===== config.mk =====
export PLATFORM = sky130hd
export DESIGN_NAME = n64_transmit_packet_flat
export DESIGN_NICKNAME = d
export VERILOG_FILES = /design/src/rtl/n64_pkg.sv /design/src/rtl/n64_transmit_packet_if.sv /design/src/rtl/n64_handshake_timer.sv /design/src/rtl/n64_transmit_packet.sv /design/src/flat_wrapper.sv
export SDC_FILE = /design/constraint.sdc
export NUM_CORES = 1
export LEC_CHECK = 0
export BUFFER_PORTS_ARGS = -buffer_cell sky130_fd_sc_hd__buf_4
export CAP_MARGIN = 20
export CORE_UTILIZATION = 58
export DETAILED_ROUTE_END_ITERATION = 10
export PLACE_DENSITY = 0.79
export SLEW_MARGIN = 10
export SYNTH_ARGS = -nofsm -noshare
export SYNTH_HDL_FRONTEND = slang
export SYNTH_SLANG_ARGS = --single-unit

===== constraint.sdc =====
create_clock -name sys_clk -period 2.5 [get_ports sys_clk]
set_clock_uncertainty 0.05 [all_clocks]
set_input_delay 0.5 -clock sys_clk [delete_from_list [all_inputs] [get_ports sys_clk]]
set_output_delay 0.5 -clock sys_clk [all_outputs]
set_load 0.05 [all_outputs]

===== src/rtl/n64_pkg.sv =====
// rtl/n64_pkg.sv - shared N64 controller encodings and defaults
package n64_pkg;

    typedef logic [2:0] n64_state_t;

    localparam n64_state_t ST_IDLE       = 3'd0;
    localparam n64_state_t ST_ISSUE      = 3'd1;
    localparam n64_state_t ST_ACK        = 3'd2;
    localparam n64_state_t ST_WAIT       = 3'd3;
    localparam n64_state_t ST_STOP_ISSUE = 3'd4;
    localparam n64_state_t ST_STOP_ACK   = 3'd5;
    localparam n64_state_t ST_STOP_WAIT  = 3'd6;
    localparam n64_state_t ST_FINISH     = 3'd7;

    localparam int N64_MAX_RESP_BYTES = 4;
    localparam int N64_ACK_TIMEOUT    = 15;

    function automatic logic length_valid(input logic [2:0] len, input int max_bytes);
        return (len != 3'd0) && (int'(len) <= max_bytes);
    endfunction

endpackage


===== src/rtl/n64_transmit_packet_if.sv =====
// rtl/n64_transmit_packet_if.sv - packet sequencer to byte/bit stage handshake
interface n64_transmit_packet_if;

    logic       byte_trigger;
    logic [7:0] byte_data;
    logic       byte_busy;
    logic       stop_trigger;
    logic       stop_busy;

    modport master (
        output byte_trigger,
        output byte_data,
        output stop_trigger,
        input  byte_busy,
        input  stop_busy
    );

    modport slave (
        input  byte_trigger,
        input  byte_data,
        input  stop_trigger,
        output byte_busy,
        output stop_busy
    );

endinterface


===== src/rtl/n64_handshake_timer.sv =====
// rtl/n64_handshake_timer.sv - clear/enable watchdog counter with terminal-count flag
module n64_handshake_timer #(
    parameter int LIMIT = 15
) (
    input  logic sys_clk,
    input  logic reset,
    input  logic clear,
    input  logic enable,
    output logic tc
);

    localparam int W = $clog2(LIMIT + 1);

    logic [W-1:0] count;
    logic         at_last;

    assign at_last = (count == W'(LIMIT - 1));
    // tc marks the LIMIT-th enabled cycle since the last clear
    assign tc      = enable && at_last;

    always_ff @(posedge sys_clk or posedge reset) begin
        if (reset) begin
            count <= '0;
        end else if (clear) begin
            count <= '0;
        end else if (enable && !at_last) begin
            count <= count + 1'b1;
        end
    end

endmodule


===== src/rtl/n64_transmit_packet.sv =====
// rtl/n64_transmit_packet.sv - N64 response packet sequencer feeding byte and stop-bit stages
module n64_transmit_packet
    import n64_pkg::*;
#(
    parameter int MAX_BYTES   = N64_MAX_RESP_BYTES,
    parameter int ACK_TIMEOUT = N64_ACK_TIMEOUT
) (
    input  logic                         sys_clk,
    input  logic                         reset,
    input  logic                         load,
    input  logic [1:0]                   load_addr,
    input  logic [7:0]                   load_data,
    input  logic                         start,
    input  logic [2:0]                   length,
    output logic                         busy,
    output logic                         done,
    output logic                         error,
    n64_transmit_packet_if.master        dn
);

    n64_state_t state, next_state;

    logic [7:0] buffer [0:3];
    logic [1:0] idx;
    logic [2:0] pkt_len;
    logic [7:0] byte_q;
    logic [7:0] first_byte;
    logic       start_ok;
    logic       start_bad;
    logic       more_bytes;
    logic       tmr_clear;
    logic       tmr_enable;
    logic       tmr_tc;
    logic       timeout;

    assign start_ok   = (state == ST_IDLE) && start && length_valid(length, MAX_BYTES);
    assign start_bad  = (state == ST_IDLE) && start && !length_valid(length, MAX_BYTES);
    assign more_bytes = ({1'b0, idx} + 3'd1) < pkt_len;
    // A load in the start cycle wins over the stored byte
    assign first_byte = (load && load_addr == 2'd0) ? load_data : buffer[0];

    assign tmr_clear  = (state == ST_ISSUE) || (state == ST_STOP_ISSUE);
    assign tmr_enable = (state == ST_ACK) || (state == ST_STOP_ACK);
    assign timeout    = tmr_tc && (((state == ST_ACK) && !dn.byte_busy) ||
                                   ((state == ST_STOP_ACK) && !dn.stop_busy));

    n64_handshake_timer #(
        .LIMIT (ACK_TIMEOUT)
    ) u_timer (
        .sys_clk (sys_clk),
        .reset   (reset),
        .clear   (tmr_clear),
        .enable  (tmr_enable),
        .tc      (tmr_tc)
    );

    always_ff @(posedge sys_clk or posedge reset) begin
        if (reset) begin
            state <= ST_IDLE;
        end else begin
            state <= next_state;
        end
    end

    always_comb begin
        next_state = state;
        case (state)
            ST_IDLE:       if (start_ok) next_state = ST_ISSUE;
            ST_ISSUE:      next_state = ST_ACK;
            ST_ACK: begin
                if (dn.byte_busy)  next_state = ST_WAIT;
                else if (tmr_tc)   next_state = ST_IDLE;
            end
            ST_WAIT:       if (!dn.byte_busy) next_state = more_bytes ? ST_ISSUE : ST_STOP_ISSUE;
            ST_STOP_ISSUE: next_state = ST_STOP_ACK;
            ST_STOP_ACK: begin
                if (dn.stop_busy)  next_state = ST_STOP_WAIT;
                else if (tmr_tc)   next_state = ST_IDLE;
            end
            ST_STOP_WAIT:  if (!dn.stop_busy) next_state = ST_FINISH;
            ST_FINISH:     next_state = ST_IDLE;
            default:       next_state = ST_IDLE;
        endcase
    end

    always_comb begin
        busy            = (state != ST_IDLE) && (state != ST_FINISH);
        done            = (state == ST_FINISH);
        dn.byte_trigger = (state == ST_ISSUE);
        dn.stop_trigger = (state == ST_STOP_ISSUE);
        dn.byte_data    = byte_q;
    end

    // byte_q only moves on ISSUE entry: the byte stage reads it live while sending
    always_ff @(posedge sys_clk or posedge reset) begin
        if (reset) begin
            for (int i = 0; i < 4; i++) buffer[i] <= 8'h00;
            idx     <= 2'd0;
            pkt_len <= 3'd0;
            byte_q  <= 8'h00;
            error   <= 1'b0;
        end else begin
            if ((state == ST_IDLE) && load && (int'(load_addr) < MAX_BYTES)) begin
                buffer[load_addr] <= load_data;
            end
            if (start_ok) begin
                pkt_len <= length;
                idx     <= 2'd0;
                error   <= 1'b0;
                byte_q  <= first_byte;
            end else if (start_bad || timeout) begin
                error   <= 1'b1;
            end
            if ((state == ST_WAIT) && !dn.byte_busy && more_bytes) begin
                idx    <= idx + 2'd1;
                byte_q <= buffer[idx + 2'd1];
            end
        end
    end

endmodule


===== src/flat_wrapper.sv =====
// flat-port wrapper written by rule: the top's interface ports become plain ports
module n64_transmit_packet_flat import n64_pkg::*;
#(
    parameter int MAX_BYTES   = N64_MAX_RESP_BYTES,
    parameter int ACK_TIMEOUT = N64_ACK_TIMEOUT
)
  (sys_clk, reset, load, load_addr, load_data, start, length, busy, done, error, dn_byte_trigger, dn_byte_data, dn_stop_trigger, dn_byte_busy, dn_stop_busy);
  n64_transmit_packet_if dn_i ();
  input  logic sys_clk;
  input  logic reset;
  input  logic load;
  input  logic [1:0] load_addr;
  input  logic [7:0] load_data;
  input  logic start;
  input  logic [2:0] length;
  output logic busy;
  output logic done;
  output logic error;
  output wire logic [$bits(dn_i.byte_trigger)-1:0] dn_byte_trigger;
  output wire logic [$bits(dn_i.byte_data)-1:0] dn_byte_data;
  output wire logic [$bits(dn_i.stop_trigger)-1:0] dn_stop_trigger;
  input wire logic [$bits(dn_i.byte_busy)-1:0] dn_byte_busy;
  input wire logic [$bits(dn_i.stop_busy)-1:0] dn_stop_busy;
  assign dn_byte_trigger = dn_i.byte_trigger;
  assign dn_byte_data = dn_i.byte_data;
  assign dn_stop_trigger = dn_i.stop_trigger;
  assign dn_i.byte_busy = dn_byte_busy;
  assign dn_i.stop_busy = dn_stop_busy;
  n64_transmit_packet #(.MAX_BYTES(MAX_BYTES), .ACK_TIMEOUT(ACK_TIMEOUT)) u_core (.sys_clk(sys_clk), .reset(reset), .load(load), .load_addr(load_addr), .load_data(load_data), .start(start), .length(length), .busy(busy), .done(done), .error(error), .dn(dn_i));
endmodule

* Yosys cells after proc, flatten, opt, wreduce, memory -nomap -nowiden *
Index checks and enable logic that the tools add are counted.
Widths: inputs -> output; s select.

operators by class
  divide/modulo/power cells = 0
  $add $sub $neg = 3
  eq/ne operators = 12
  shift operators = 0
  bitwise operators = 2
  reduce and logical (&&, ||, !) cells = 31
  muxes and demuxes = 23
  order comparisons = 5
  $mul = 0

operator list
  operator             number
  $mux 8               6
  $bwmux 32            1
  $pmux 3 s8           1
  $mux 3               7
  $bmux 8 s2           1
  $demux 8 s2          1
  $logic_and 1x1->1    15
  $eq 3x3->1 const B   4
  $mux 4               2
  $eq 3x2->1 const B   2
  $ge 3x3->1 const B   2
  $not 2->3            2
  $reduce_bool 2->1    3
  $reduce_bool 3->1    2
  $add 4x1->4 const B  1
  $eq 4x4->1 const B   1
  $logic_not 1->1      4
  $logic_or 1x1->1     4
  $mux 2               2
  $ne 2x2->1 const B   2
  $add 2x1->3 const B  1
  $eq 3x1->1 const B   1
  $le 3x3->1 const B   1
  $logic_not 3->1      1
  other kinds (8)      9

word-level totals
  output and inout port bits = 13
  register bits = 53
  bits in latches = 0
  memory bits (writable) = 0
  word-level logic and storage cells = 86
  input port bits = 19
  ROM bits = 0
  memories = 0

* Longest topological paths before layout *
Gate-level depths: netlist of the first run.

  depth after elaboration = 7
  mapped depth = 7
  mapped depth without buffers = 6

* Modules after synthesis *
A second synthesis of the first run with hierarchy kept.

second synthesis, totals
  cell total of the unflattened synthesis = 210
  area total of the unflattened synthesis = 2700.1 um2

by module, submodules not included
  module               cells each  area an instance (um2)  instances
  n64_transmit_packet  185         2458.6                  1
  n64_handshake_timer  25          241.5                   1

* Least setup slack after synthesis of the first run *
OpenSTA, ideal clock, no wires.

  path kind = register -> output
  from = reg u_core.state[0]
  to = out dn_byte_trigger
  path slack = -0.067 ns
  arrival = 2.017 ns
  cell stages (with the launch flop) = 4
  buffers on the path = 1
  cell sequence = dfrtp_1 > clkbuf_1 > clkinv_1 > nor3_1

on the way
  longest elaborated chain between the ends = 1

RTL lines
  element                   RTL line                   source
  start: declaration        n64_transmit_packet.sv:21  n64_state_t state, next_state;
  start signal: assignment  n64_transmit_packet.sv:61  state <= next_state;
  $eq 3x1->1                n64_transmit_packet.sv:89  dn.byte_trigger = (state == ST_ISSUE);
  end: declaration          flat_wrapper.sv:19         output wire logic [$bits(dn_i.byte_trigger)-1:0] dn_byte_trigger;

No other way between the ends.

* Worst setup path in the final report of the first run *
  from = reg u_core.idx[0]
  to = reg u_core.byte_q[5], in the netlist u_core.dn.byte_data[5]

on the way
  longest elaborated chain between the ends = 6
  elaborated cells on any way between the ends = 10
  those cells by class = add/sub: 2; order compare: 1; mux: 4; bitwise: 1; reduce/logical: 2

RTL lines
  element                                    RTL line                    source
  start: declaration                         n64_transmit_packet.sv:24   logic [1:0] idx;
  start signal: assignment                   n64_transmit_packet.sv:115  idx <= idx + 2'd1;
  $add 2x1->2                                n64_transmit_packet.sv:116  byte_q <= buffer[idx + 2'd1];
  $not 2->3 (implied by the code)            n64_transmit_packet.sv:116
  $bmux 8 s2                                 n64_transmit_packet.sv:116
  $mux 8 (implied by the code) (2 in a row)  n64_transmit_packet.sv:116
  $mux 8                                     n64_transmit_packet.sv:114  if ((state == ST_WAIT) && !dn.byte_busy && more_bytes) begin
  end signal: assignment                     n64_transmit_packet.sv:110  byte_q <= first_byte;
  end signal: assignment                     n64_transmit_packet.sv:116
  end: declaration                           n64_transmit_packet.sv:26   logic [7:0] byte_q;

Several ways; a longest one is shown, not always the timed one. The select of a mux whose other input is x is not followed.
A chain may end at the register's enable or synchronous reset.

==> results of run 1 <==
==> worst paths after layout <==
| check | depth (start not counted) | start | endpoint | slack [ns] |
|---|---|---|---|---|
| setup / recovery | 6 | u_core.idx[0]$_DFFE_PP0P_ | u_core.dn.byte_data[5]$_DFFE_PP0P_ | 0.23 |
| hold / removal | 3 | reset | u_core.buffer[16]$_DFFE_PP0P_ | 0.30 |
| setup reg to reg | 6 | u_core.idx[0]$_DFFE_PP0P_ | u_core.dn.byte_data[5]$_DFFE_PP0P_ | 0.23 |
| hold reg to reg | 1 | u_core.buffer[2]$_DFFE_PP0P_ | u_core.buffer[2]$_DFFE_PP0P_ | 0.46 |
| max in group asynchronous | 3 | reset | u_core.buffer[20]$_DFFE_PP0P_ | 1.65 |
| min in group sys_clk | 2 | length[0] | u_core.pkt_len[2]$_DFFE_PP0P_ | 0.33 |
==> synth_stat cells (2+ instances only) <==
| cell type | count | area share, % |
|---|---|---|
| dfrtp_1 | 53 | 47 |
| and3_1 | 4 | 0.88 |
| clkbuf_1 | 8 | 1.1 |
| a21oi_1 | 5 | 0.88 |
| nand2_1 | 13 | 1.7 |
| o31ai_1 | 2 | 0.53 |
| mux2_2 | 54 | 21 |
| nand3_1 | 6 | 1.1 |
| buf_1 | 2 | 0.26 |
| nor3_1 | 4 | 0.71 |
| nor3b_1 | 2 | 0.53 |
| ha_1 | 5 | 2.2 |
| a221o_1 | 2 | 0.71 |
| nand2b_1 | 2 | 0.44 |
| o21ai_0 | 13 | 2.3 |
| a31oi_1 | 2 | 0.44 |
| mux4_2 | 8 | 6.3 |
| inv_1 | 6 | 0.79 |
| nand3b_1 | 2 | 0.53 |
| a211oi_1 | 4 | 1.1 |
| nand4_1 | 2 | 0.44 |
| nor2_1 | 7 | 0.93 |
| mux2_4 | 4 | 2.1 |
==> cells in the final DEF (no fill, tap or decap), types with 6 or more instances in the layout <==
cell type   n
nand2_1    13
nand3_1     6
dfrtp_1    53
buf_4      44
mux4_2      8
o21ai_0    13
nor2_1      7
mux2_2     54
==> cells by family after synthesis <==
family	Yosys count	share of synthesized area [%]
buffers and inverters	20	3.35
AO/OA/AOI/OAI	34	7.89
AND/OR/NAND/NOR	49	9.57
multiplexers	67	30.2
flip-flops	53	46.7
adder cells (fa/ha/maj)	5	2.20
==> state kept, by name, indices dropped and copies added (netlist names) <==
register	count
u_core.idx	2
u_core.buffer	32
u_core.pkt_len	3
u_core.u_timer.count	4
u_core.state	3
u_core.error	1
u_core.dn.byte_data	8
==> critical path: cells and delay by family, from the launching register on <==
family	cells	cell delay, ns
flops	1	0.40
fa+ha+maj	2	0.59
compound gates	2	0.26
mux	1	0.40
simple gates	1	0.46
==> metrics by stage <==
step	hold slack [ns]	std cells
finish	0.299	334
global placement	0.435	326
CTS	0.330	334
floorplan	0.424	228
detailed placement	0.438	326
global route	0.341	334
==> power by group through the flow <==
stage / Sequential (mW) / Combinational [mW] / Clock [mW]
floorplan: 1.69 / 1.44 / 0
global placement: 1.50 / 2.12 / 0
detailed placement: 1.52 / 2.18 / 0
CTS: 1.50 / 2.20 / 0.487
global route: 1.55 / 2.34 / 0.510
finish: 1.50 / 2.18 / 0.476
==> metal layers <==
layer	vias to the layer above	routed length, µm
met3	10	200
met4	0	112
met1	976	2510
li1	920	-
met2	54	2800
met5	-	0
==> layout make-up <==
class,count,area [µm²],share of cell area [%]
clock buffer,6,72.6,2.22
sequential,53,1330,40.5
multi-input combinational,155,1420,43.5
inverter,7,26.3,0.803
clock inverter,2,10.0,0.306
tap,67,83.8,2.56
timing repair buffer,44,330,10.1
==> run summary, run 1 <==
status - completed
total grt overflow - 0
post-CTS setup buffers - 0
drt via density - 5.87
unrepaired setup endpoints after global routing - no
Final Hold Fails - 0
DR vias - 1960
Worst-Skew Late Latency - 0.31 ns
WP data required - 2.65 ns
switching fraction of total power - 38.4%
net count after synthesis - 252
clock share of power - 11.4%
# diodes - 0
Root Driver - clkbuf_8
Initial DRC Count - 115
period utilisation layout - 91.0%
Placed Area - 3190 µm²
DP HPWL - 3830 µm
PD cells - 1270 nW/µm²
critical path's largest stage delay - 0.46 ns
Total Die Area - 5180 µm²
met1 GRT Util - 32.0%
Core Area - 4720 µm²
Final Setup Violations - 0
worst setup path category - reg2reg
startpoint types - flop
# IOs - 32
gp weighted congestion - 0.845
Setup Total Neg Slack - 0 ns
I/O Buffers - 31
number of distinct library cells after synthesis - 41
CTS Buf Count - 5
share of cells above drive strength 1 - 46.4%
FMAX - 440 MHz
ys async rst share - 100%
P_sw - 1.60 mW
mean post-synth cell area - 12.4 µm²
Seq/Total Area, Yosys - 46.7%
Post-synth EDFFs - 0
row count - 25
Worst VDD drop - 0.000642 V
most used cell along the critical path - ha_1
Worst path slowest cell - nor2b_2
initial antenna violation count - 0
Final min period - 2.27 ns
Layout Nets - 290
Final ANT Viol Nets - 0
Lkg Pwr - 1.46 nW
Worst Setup End Kind - flop
clock transition at the registers of the reported paths - 0.10 ns
CTS max path bufs - 2
final wirelength - 5620 µm
Slew Limit Fails - 0
#FFs+latches synth - 53
Rel. slew slack - 56.1%
Die X - 71.9 µm
maxcap violations - 0
WL/cell - 16.8 µm
Clock Sinks - 53
Die Y - 71.9 µm
Mapped Cells - 228
First-pass DRT Iterations - 4
prevailing post-synth register cell - dfrtp_1
CTS resizes - 1
pin count of the biggest net entering global routing - 54
Final Power - 4.16 mW
Filler Cell Count - 376
sequential share of power - 36.2%
Final WS setup - 0.226 ns
fin util - 69.3%
internal power - 2.56 mW
H-tree levels - 2
Syn. warnings - 0
vias in the first global route - 1908
CTS tree - built
Comb power frac - 52.4%
GRT met3 Usage - 4.86%
first-pass GRT wire length - 9350 µm
Area Overhead vs Synth - 15.3%
crit-path cells - ha_1 > ha_1 > a21bo_2 > a21oi_1 > nor2b_2 > mux2_2
Initial Util - 60.1%
Critical Path AT - 2.42 ns
cell area after synthesis - 2840 µm²
drc violations - 0
Global Route met2 Usage - 40.1%
All-Layer GR Usage - 24.2%
Worst Max-Slew Pin Slew - 0.658 ns
worst slack, placed - -0.0671 ns
worst-path maximum fanout - 10
hold_buf cts - 0
post-route cell area - 3270 µm²
most crowded layer after global routing - met2
Worst Hold Class - in2async
(Power assumes the default switching activity.)
==> run 2: changes to the inputs <==
--- a/config.mk
+++ b/config.mk
@@ -7,9 +7,9 @@
 export LEC_CHECK = 0
 export BUFFER_PORTS_ARGS = -buffer_cell sky130_fd_sc_hd__buf_4
 export CAP_MARGIN = 20
-export CORE_UTILIZATION = 58
+export CORE_UTILIZATION = 52
 export DETAILED_ROUTE_END_ITERATION = 10
-export PLACE_DENSITY = 0.79
+export PLACE_DENSITY = 0.75
 export SLEW_MARGIN = 10
 export SYNTH_ARGS = -nofsm -noshare
 export SYNTH_HDL_FRONTEND = slang
==> constraint.sdc (replaced) <==
create_clock -name sys_clk -period 2.05 [get_ports sys_clk]
set_clock_uncertainty 0.05 [all_clocks]
set_input_delay 0.41 -clock sys_clk [delete_from_list [all_inputs] [get_ports sys_clk]]
set_output_delay 0.41 -clock sys_clk [all_outputs]
set_load 0.05 [all_outputs]
==> run 2 against run 1 <==
Effect of this change: the run now ends with setup timing left; utilization down 3.2 points; clock power up 45%; flip-flop and latch count unchanged; register-to-register slack worse by 0.26 ns; critical path type unchanged; die area up 11%; first-iteration DRC count down 2.6%; largest cell class unchanged; power up 30%.
==> run summary, run 2 (synthesis gave the netlist of run 1 again) <==
Core Area - 5170 µm² (+9.5%)
Initial Util - 54.9% (-5.2 points)
DR vias - 1964 (+0.20%)
DP HPWL - 3950 µm (+3.2%)
commonest non-fill, non-tap cell in the layout - dfrtp_1
period utilisation layout - 101% (+10 points)
worst setup path category - reg2reg
PD cells - 1580 nW/µm² (+25%)
internal power - 3.39 mW (+32%)
Total Die Area - 5760 µm² (+11%)
hold slack - 0.0580 ns (-0.241 ns)
R2R Setup Slk - -0.03 ns (-0.26 ns)
Root Driver - clkbuf_8
row count - 26 (+4.0%)
status - finished with violations
Initial DRC Count - 112 (-2.6%)
startpoint types - flop
drt via density - 5.78 (-1.6%)
Slew Limit Fails - 0 (unchanged)
Final ANT Viol Nets - 0 (unchanged)
Worst Max-Slew Pin Slew - 0.441 ns (-0.217 ns)
sequential share of power - 34.9% (-1.3 points)
Worst VDD drop - 0.000855 V (+33%)
maxcap violations - 0 (unchanged)
Final WS setup - -0.0292 ns (-0.255 ns)
Critical Path AT - 2.23 ns (-0.19 ns)
Rel. slew slack - 70.5% (+14 points)
failing checks - setup timing
total grt overflow - 0 (unchanged)
CTS Buf Count - 5 (unchanged)
Die X - 75.9 µm (+5.5%)
Area Overhead vs Synth - 20.5%
I/O Buffers - 31 (unchanged)
WP data required - 2.20 ns (-0.45 ns)
clock transition at the registers of the reported paths - 0.10 ns (about the same)
initial antenna violation count - 0 (unchanged)
All-Layer GR Usage - 22.3% (-1.9 points)
first-pass GRT wire length - 9330 µm (-0.22%)
Worst-Skew Late Latency - 0.30 ns (about the same)
fin util - 66.1% (-3.2 points)
gp weighted congestion - 0.787 (-6.9%)
P_sw - 2.02 mW (+27%)
CTS max path bufs - 2 (unchanged)
# IOs - 32 (unchanged)
H-tree levels - 2 (unchanged)
switching fraction of total power - 37.4% (-1.1 points)
share of cells above drive strength 1 - 48.9% (+2.4 points)
final std cells w/o fill - 340 (+1.8%)
Lkg Pwr - 1.53 nW (+4.4%)
Worst Setup End Kind - flop
dpl cells - 331 (+1.5%)
vias in the first global route - 1937 (+1.5%)
commonest non-fill, non-tap cells in the layout - dfrtp_1 (53), mux2_2 (45), buf_4 (43)
Worst Hold Class - in2async
WL/cell - 16.8 µm (about the same)
Final Setup Violations - 6 (+6)
Layout Nets - 294 (+1.4%)
# diodes - 0 (unchanged)
Clock Sinks - 53 (unchanged)
worst-path maximum fanout - 5 (-5)
reg2reg path depth - 7 (+1)
final wirelength - 5720 µm (+1.8%)
Die Y - 75.9 µm (+5.5%)
Filler Cell Count - 390 (+3.7%)
pin count of the biggest net entering global routing - 35 (-35%)
Final Hold Fails - 0 (unchanged)
worst slack, placed - -0.0443 ns (+0.0228 ns)
unrepaired setup endpoints after global routing - yes
Final min period - 2.08 ns (-0.195 ns)
Comb power frac - 52.3% (about the same)
drc violations - 0 (unchanged)
Critical R2R Launch - u_core.idx[1]$_DFFE_PP0P_
First-pass DRT Iterations - 4 (unchanged)
FMAX - 481 MHz (+9.4%)
Most flops, register - u_core.buffer
clock share of power - 12.8% (+1.4 points)
CTS tree - built
Worst R2R End - u_core.dn.byte_data[2]$_DFFE_PP0P_
max FFs per register - 32 (unchanged)
-- run 2: changes by cell type in the layout (fill, tap and decap cells not counted), sizes merged --
cell / before / now
buf: 44 / 48
bufinv: 0 / 1
clkinv: 3 / 1
clkinvlp: 0 / 1
clkbuf: 6 / 5
-- run 2: layout make-up --
class | instances | area, µm² | area share (%)
tap | 70 | 87.6 | 2.56
sequential | 53 | 1330 | 38.8
timing repair buffer | 48 | 405 | 11.9
multi-input combinational | 155 | 1470 | 42.9
clock inverter | 2 | 35.0 | 1.02
clock buffer | 5 | 68.8 | 2.01
inverter | 7 | 30.0 | 0.878
-- run 2: worst max path at each step --
stage,startpoint,endpoint,slack (ns),cells after the start
after floorplan,u_core.state[0]$_DFFE_PP0P_,dn_byte_trigger,-0.02,3
after global placement,u_core.idx[0]$_DFFE_PP0P_,u_core.idx[1]$_DFFE_PP0P_,0.03,7
after detailed placement,u_core.idx[0]$_DFFE_PP0P_,u_core.dn.byte_data[0]$_DFFE_PP0P_,-0.04,7
after CTS,u_core.idx[0]$_DFFE_PP0P_,u_core.idx[1]$_DFFE_PP0P_,-0.02,7
after global routing,u_core.idx[1]$_DFFE_PP0P_,u_core.dn.byte_data[4]$_DFFE_PP0P_,-0.11,7
final,u_core.idx[1]$_DFFE_PP0P_,u_core.dn.byte_data[2]$_DFFE_PP0P_,-0.03,7
-- run 2: power groups by stage --
stage | Combinational, mW | Sequential [mW] | Clock, mW
3_5_place_dp | 2.66 | 1.89 | 0
6_report | 2.83 | 1.89 | 0.691
5_1_grt | 3.06 | 1.95 | 0.739
4_1_cts | 2.70 | 1.88 | 0.708
3_3_place_gp | 2.60 | 1.87 | 0
2_1_floorplan | 1.76 | 2.06 | 0
-- run 2: per-stage QoR --
step	total power [mW]	cell area (µm²)	setup TNS [ns]
after floorplan	3.82	2850	-0.0184
after global placement	4.47	3250	0
after detailed placement	4.56	3250	-0.311
after CTS	5.28	3360	-0.123
after global routing	5.75	3420	-0.849
final	5.41	3420	-0.116
-- run 2: routing by layer --
layer  global-route usage [%]  wire length, µm
met1                     29.7             2650
met2                     38.2             2780
met3                     3.70              248
met4                     5.56               44
met5                        0                0
-- run 2: worst max-delay path: stages, from the launching register on --
cell     delay [ns]
dfrtp_1        0.39
ha_1           0.31
ha_1           0.28
a21bo_2        0.19
a21oi_2        0.06
nor2b_2        0.21
buf_6          0.17
mux2_4         0.30
-- run 2: repair_timing --
action	in CTS	in global routing
buffers inserted	0	1
hold buffers	0	0
cloned	1	0
resized for setup	2	14
pin swaps	0	2
setup endpoints to repair	8	12
